--- config.mk ---
export PLATFORM = sky130hd
export DESIGN_NAME = load_store_unit
export DESIGN_NICKNAME = d
export VERILOG_FILES = /design/src/rtl/load_store_unit.sv
export SDC_FILE = /design/constraint.sdc
export NUM_CORES = 1
export LEC_CHECK = 0
export ABC_AREA = 1
export BUFFER_PORTS_ARGS = -buffer_cell sky130_fd_sc_hd__buf_2
export CAP_MARGIN = 20
export CORE_MARGIN = 2
export CORE_UTILIZATION = 35
export CTS_BUF_LIST = sky130_fd_sc_hd__clkbuf_4 sky130_fd_sc_hd__clkbuf_8
export DETAILED_ROUTE_END_ITERATION = 6
export GPL_TIMING_DRIVEN = 0
export PLACE_DENSITY = 0.6
export SYNTH_ARGS = -nofsm -noshare
export SYNTH_HDL_FRONTEND = slang
export SYNTH_SLANG_ARGS = --single-unit
--- constraint.sdc ---
create_clock -name clk -period 5 [get_ports clk]
set_input_delay 1 -clock clk [delete_from_list [all_inputs] [get_ports clk]]
set_output_delay 1 -clock clk [all_outputs]
set_load 0.05 [all_outputs]
--- src/rtl/load_store_unit.sv ---
// rtl/load_store_unit.sv - single-outstanding load/store unit for dmem, LED and cycle-counter peripherals
// Cycle counter at PERIPH_BASE+4 exists only when LSU_CYCLE_COUNTER_EN is defined.
module load_store_unit #(
    parameter int unsigned DMEM_BYTES  = 128,
    parameter logic [31:0] PERIPH_BASE = 32'h8000_0000
) (
    input  logic        clk,
    input  logic        reset,
    input  logic        req_valid,
    output logic        req_ready,
    input  logic        req_we,
    input  logic [2:0]  req_funct3,
    input  logic [31:0] req_addr,
    input  logic [31:0] req_wdata,
    output logic        resp_valid,
    input  logic        resp_ready,
    output logic [31:0] resp_rdata,
    output logic        resp_err,
    output logic [31:0] daddr,
    output logic [31:0] dwdata,
    output logic [3:0]  we,
    input  logic [31:0] drdata,
    output logic [7:0]  led
);
    typedef enum logic [1:0] {IDLE = 2'd0, ACCESS = 2'd1, RESP = 2'd2} state_t;

    state_t      state, state_nxt;
    logic        cap_we;
    logic [2:0]  cap_f3;
    logic [31:0] cap_addr;
    logic [31:0] cap_wdata;
    logic        code_ok, misaligned, hit_dmem, hit_led, cnt_ok, acc_err;
    logic [3:0]  lanes;
    logic [7:0]  byte_sel;
    logic [15:0] half_sel;
    logic [31:0] dmem_load, load_data, cnt_value;

    assign hit_dmem = cap_addr < DMEM_BYTES;
    assign hit_led  = cap_addr == PERIPH_BASE;
    assign daddr    = cap_addr;

`ifdef LSU_CYCLE_COUNTER_EN
    logic [31:0] cycle_cnt;
    logic        hit_cnt;

    assign hit_cnt   = cap_addr == PERIPH_BASE + 32'd4;
    assign cnt_ok    = hit_cnt && !cap_we && cap_f3 == 3'b010;
    assign cnt_value = cycle_cnt;

    always_ff @(posedge clk or posedge reset) begin
        if (reset) begin
            cycle_cnt <= '0;
        end else begin
            cycle_cnt <= cycle_cnt + 32'd1;
        end
    end
`else
    assign cnt_ok    = 1'b0;
    assign cnt_value = '0;
`endif

    always_ff @(posedge clk or posedge reset) begin
        if (reset) begin
            state <= IDLE;
        end else begin
            state <= state_nxt;
        end
    end

    always_comb begin
        state_nxt = state;
        case (state)
            IDLE:    if (req_valid) state_nxt = ACCESS;
            ACCESS:  state_nxt = RESP;
            RESP:    if (resp_ready) state_nxt = IDLE;
            default: state_nxt = IDLE;
        endcase
    end

    always_comb begin
        req_ready  = state == IDLE;
        resp_valid = state == RESP;
        we         = '0;
        if (state == ACCESS && cap_we && !acc_err && hit_dmem) begin
            we = lanes;
        end
    end

    // Any rejected access (bad code, misalignment, unmapped/illegal target) becomes an error with no side effect.
    always_comb begin
        case (cap_f3)
            3'b000, 3'b001, 3'b010: code_ok = 1'b1;
            3'b100, 3'b101:         code_ok = !cap_we;
            default:                code_ok = 1'b0;
        endcase
        misaligned = (cap_f3[1:0] == 2'b01 && cap_addr[0]) ||
                     (cap_f3[1:0] == 2'b10 && cap_addr[1:0] != 2'b00);
        acc_err    = !code_ok || misaligned || !(hit_dmem || hit_led || cnt_ok);
    end

    always_comb begin
        case (cap_f3[1:0])
            2'b00: begin
                lanes  = 4'b0001 << cap_addr[1:0];
                dwdata = {4{cap_wdata[7:0]}};
            end
            2'b01: begin
                lanes  = cap_addr[1] ? 4'b1100 : 4'b0011;
                dwdata = {2{cap_wdata[15:0]}};
            end
            default: begin
                lanes  = 4'b1111;
                dwdata = cap_wdata;
            end
        endcase
    end

    always_comb begin
        case (cap_addr[1:0])
            2'b00:   byte_sel = drdata[7:0];
            2'b01:   byte_sel = drdata[15:8];
            2'b10:   byte_sel = drdata[23:16];
            default: byte_sel = drdata[31:24];
        endcase
        half_sel = cap_addr[1] ? drdata[31:16] : drdata[15:0];
        case (cap_f3)
            3'b000:  dmem_load = {{24{byte_sel[7]}}, byte_sel};
            3'b001:  dmem_load = {{16{half_sel[15]}}, half_sel};
            3'b100:  dmem_load = {24'b0, byte_sel};
            3'b101:  dmem_load = {16'b0, half_sel};
            default: dmem_load = drdata;
        endcase
        if (hit_dmem) begin
            load_data = dmem_load;
        end else if (hit_led) begin
            load_data = {24'b0, led};
        end else begin
            load_data = cnt_value;
        end
    end

    always_ff @(posedge clk or posedge reset) begin
        if (reset) begin
            cap_we     <= 1'b0;
            cap_f3     <= '0;
            cap_addr   <= '0;
            cap_wdata  <= '0;
            resp_rdata <= '0;
            resp_err   <= 1'b0;
            led        <= '0;
        end else begin
            if (state == IDLE && req_valid) begin
                cap_we    <= req_we;
                cap_f3    <= req_funct3;
                cap_addr  <= req_addr;
                cap_wdata <= req_wdata;
            end
            if (state == ACCESS) begin
                resp_err   <= acc_err;
                resp_rdata <= (acc_err || cap_we) ? 32'd0 : load_data;
                if (cap_we && !acc_err && hit_led) begin
                    led <= cap_wdata[7:0];
                end
            end
        end
    end
endmodule

==> After elaboration in Yosys (flattened, before gate mapping) <==
Cells that the tools add are included.
{ "word_totals": {"out_inout_bits": 111, "inputBits": 104, "elab_cells": 63, "register_bits": 111} }
{ "op_classes": {"muxes": 14, "reduce_logical": 26, "eq_ne": 13, "n_shift": 1, "order_cmp": 1} }
{ "ops": {"columns": ["op", "count"], "rows": [
  ["one-hot mux 32 bit (4 select lines)", 1],
  ["two-way mux 32 bit", 2],
  ["one-hot mux 32 bit (2 select lines)", 1],
  ["equality test 32 bit (second input constant)", 1],
  ["< comparator 32 x 8 -> 1 bit (second input constant)", 1],
  ["one-hot mux 8 bit (3 select lines)", 1],
  ["two-way mux 16 bit", 1],
  ["logical AND 1 bit", 8],
  ["two-way mux 4 bit", 2],
  ["two-way mux 8 bit", 1],
  ["one-hot mux 4 bit (2 select lines)", 1],
  ["equality test 2 x 1 -> 1 bit (second input constant)", 3],
  ["equality test 2 bit (second input constant)", 3],
  ["equality test 3 bit (second input constant)", 2],
  ["logical NOT 2 bit", 3],
  ["one-hot mux 2 bit (3 select lines)", 1],
  ["logical OR 1 bit", 5],
  ["logical NOT 1 bit", 4],
  ["two-way mux 2 bit", 2],
  ["AND reduction 2 bit", 2],
  ["left shift 1 x 2 -> 4 bit (first input constant)", 1],
  ["equality test 3 x 1 -> 1 bit (second input constant)", 1],
  ["equality test 3 x 2 -> 1 bit (second input constant)", 1],
  ["logical NOT 3 bit", 1],
  ["other kinds (6)", 6]
]} }

==> Longest topological paths before layout <==
{ "logic_depth": {"depth_word": 10, "ltp_mapped": 13} }

==> Least setup slack after synthesis <==
No wires, ideal clock.
{ "synth_timing": {"path_type": "register to output", "from": "register cap_addr[29] (netlist: daddr[29])", "to": "output we[3]", "path_slack_ns": 1.772, "arrival_ns": 2.228, "path_stages_with_launch": 9, "cell_sequence": "dfrtp_1 > nor2_1 > inv_1 > nor2_1 > nand2_1 > nor2_2 > buf_4 > nand3_1 > a21oi_1"} }
{ "synth_between": {"elab_chain_len": 8, "word_cells_on_any_way": 9, "classes_between": "order compare: 1; eq/ne: 1; mux: 1; reduce/logical: 6"} }
{ "synth_rtl": {"columns": ["item", "line_no", "text"], "rows": [
  ["start, declared", "30", "logic [31:0] cap_addr;"],
  ["start signal, assigned", "155", "cap_addr <= req_addr;"],
  ["< comparator 32 x 8 -> 1 bit or equality test 32 bit (tied branches)", "38, 39", null],
  ["logical OR 1 bit", "98", "acc_err = !code_ok || misaligned || !(hit_dmem || hit_led || cnt_ok);"],
  ["logical NOT 1 bit", "98", null],
  ["logical OR 1 bit", "98", null],
  ["logical NOT 1 bit", "84", "if (state == ACCESS && cap_we && !acc_err && hit_dmem) begin"],
  ["logical AND 1 bit", "84", null],
  ["logical AND 1 bit *", "84", null],
  ["two-way mux 4 bit *", "84", null],
  ["end, declared", "21", "output logic [3:0] we,"]
]} }
Mark *: on every way between the ends. The rest lies on a longest branch, timed or not.

==> Final worst setup path <==
Same ends and word-level chain as after synthesis.

==> metrics.txt <==
status completed; # H-tree levels 3; area growth from synthesis to layout 28.54%; first-pass GRT wire length 29.09 mm; initial core utilization 35.66%; Post-Synthesis Cells 787; Sw Share 56.61%; P_leak 4.208 nW; Synth area leader dfrtp_1; Critical Path RT 4000 ps; largest net degree at the start of global routing 73; met3 usage 4.397%; CTS tree yes; Seq/Total Area, Yosys 49.39%; RSZ-0062 raised after global routing no; final hold vios 0; Routed WL 18.75 mm; Worst setup EP type primary output; Critical Path Start Type flip-flop; vias in the first global route 5440; Via density 4.684; Max rail drop VDD 550.1 uV; Psw 2.754 mW; period utilisation layout 67.17%; gp weighted congestion 0.9086; core area 15770 um2; die span in x 130.8 um; clk buf depth 2; dpl hpwl 14.50 mm; max-capacitance violation count 0; crit path time final 3359 ps; cell area after placement 6998 um2; Worst-path clk slew 120 ps; Yosys top cell area share 49.39%; Crit Path Category reg2out; Reg power frac 28.2%; DRT Pass-1 Iters 6; clk_skew 16.78 ps; clock latency on the worst-skew pair 400 ps; fraction of registers with async set/reset 100.0%; Internal 2.110 mW; design area 7229 um2; Worst path top cell family by delay simple AND/OR/NAND/NOR gates; Iter 0 DRT Violations 383; Comb pwr share 58.8%; min-delay worst type reg2reg; fmax 297.7 MHz; Yosys warning total 0; die area 17100 um2; Setup-failing EPs final 0; worst-path fanout max 10; clk sink count 111; Nets 1117; reg2reg path depth 6; Die Span Y 130.8 um; Main synth FF type dfrtp_1; grt total ovfl 0; synthesized area per cell 7.146 um2; Final ANT Viol Nets 0; CTS buffer count 9; count of buffers from port buffering 214; Synthesized Nets 891; EDFF count, synth 0; critical path's slowest cell dfrtp_1; Hold Crit Depth 2; via count 5785; GR Layer Usage met2 35.88%; initial antenna violation count 3; CP cell instances nor2_1 -> inv_1 -> nor2_1 -> nand2_1 -> nor2_2 -> buf_4 -> nand3_1 -> a21oi_1 -> buf_2; Std-Cell Rows 46; Critical Path Max Stage Delay 410 ps; synthesized area 5624 um2; pwr dens 672.9 nW/um2; total track usage 22.36%; CP Depth 9; Top Ports 215; busiest grt layer met2; Worst Tran Pin Value 567.3 ps; number of distinct library cells after synthesis 21; Post-route DRC 0; setup slack after layout 1641 ps; Arr. time, crit path 2360 ps; top area cells in the synthesized netlist dfrtp_1, nand2_1, o21ai_0, nor2_1, nand3_1; post-CTS sizing 0; DR WL/cell 15.18 um; CP Buf/Inv Count 3; setup TNS 0 ps; met1 Track Usage GR 30.83%; share of cells above drive strength 1 26.23%; Clock Power Share 13.0%; Slew Viols, Final 0; Hold Buf Count CTS 0; final hold slack 481.7 ps; post-CTS setup buffer count 0; Root Buffer clkbuf_8; CP most frequent cell nor2_1; Slew HR 62.04%; Yosys reg bits 111; pre-CTS setup slack 2097 ps
[cell type report]
class / count / area, um2
Clock buffer: 9 / 123.9
Fill cell: 1701 / 8541
Tap cell: 216 / 270.3
Multi-Input combinational cell: 578 / 2392
Inverter: 52 / 200.2
Clock inverter: 7 / 105.1
Buffer: 46 / 259.0
Sequential cell: 111 / 2778
Antenna cell: 1 / 2.502
Timing Repair Buffer: 215 / 1099
[metal layers]
metal	wire (um)	vias to the layer above
met5	24	-
met4	341	4
met3	1332	25
li1	-	2893
met1	8519	2639
met2	8529	224
[worst register-to-register path, stage by stage (launching register included)]
cell      delay [ps]
dfrtp_1          410
nor2_1           260
nand2_1          320
inv_1            190
buf_2            260
clkbuf_1         450
o21ai_0          150
[flip-flops by register name, indices dropped and copies added, names as in the netlist]
register    flops
state           2
resp_err        1
led             8
cap_wdata      32
resp_rdata     32
daddr          32
cap_f3          3
cap_we          1
[cell usage after synthesis (3+ instances only)]
library cell	instances
nand2_1	356
dfrtp_1	111
nor2_1	81
o21ai_0	62
inv_1	50
nand3_1	44
clkbuf_1	20
a21oi_1	15
buf_2	12
buf_4	9
o211ai_1	7
buf_6	5
o21ai_1	3
[worst paths after layout]
| kind | start | to | slack, ps |
|---|---|---|---|
| setup / recovery | daddr[29] | we[3] | 1640 |
| hold / removal | resp_rdata[19] | resp_rdata[19] | 480 |
| setup reg to reg | state[1] | cap_wdata[2] | 2850 |
| hold reg to reg | resp_rdata[19] | resp_rdata[19] | 480 |
| max in group asynchronous | reset | daddr[1] | 3720 |
| min in group asynchronous | reset | resp_rdata[25] | 590 |
[cell usage in the layout (no fill, tap or decap), types with 2 or more instances in the layout]
master / count
nand3_1: 44
nand2_1: 356
nor2_1: 81
inv_2: 2
inv_1: 49
buf_4: 9
buf_6: 5
nand2_2: 2
o21ai_0: 62
clkbuf_1: 20
nor2_2: 2
clkinv_4: 2
inv_6: 2
clkbuf_8: 9
o211ai_1: 7
o221ai_1: 2
buf_2: 226
dfrtp_1: 111
a21oi_1: 15
bufinv_16: 2
o21ai_1: 3
[power by group through the flow]
stage	registers (mW)	clock network, mW	logic, mW
finish	1.37	0.630	2.86
floorplan	1.78	0	1.70
global route	1.41	0.671	3.10
global placement	1.39	0	2.85
CTS	1.37	0.642	2.87
detailed placement	1.39	0	2.86
[through the flow]
| stage | instances | total power, mW | utilization (%) |
|---|---|---|---|
| 2_1_floorplan | 787 | 3.478 | - |
| 3_3_place_gp | 1217 | 4.240 | 44.17 |
| 3_5_place_dp | 1218 | 4.249 | 44.37 |
| 4_1_cts | 1234 | 4.885 | 45.83 |
| 5_1_grt | 1234 | 5.182 | 45.83 |
| 6_report | 1235 | 4.864 | 45.84 |
[logic make-up (layout without fill, tap and decap cells)]
| group | count (synthesis) | count (layout) | synth area share [%] |
|---|---|---|---|
| simple gates | 487 | 487 | 33.90 |
| other cells | 0 | 1 | 0 |
| buf+inv | 98 | 329 | 8.076 |
| flops | 111 | 111 | 49.39 |
| compound gates | 91 | 91 | 8.632 |
(Power assumes the default switching activity.)
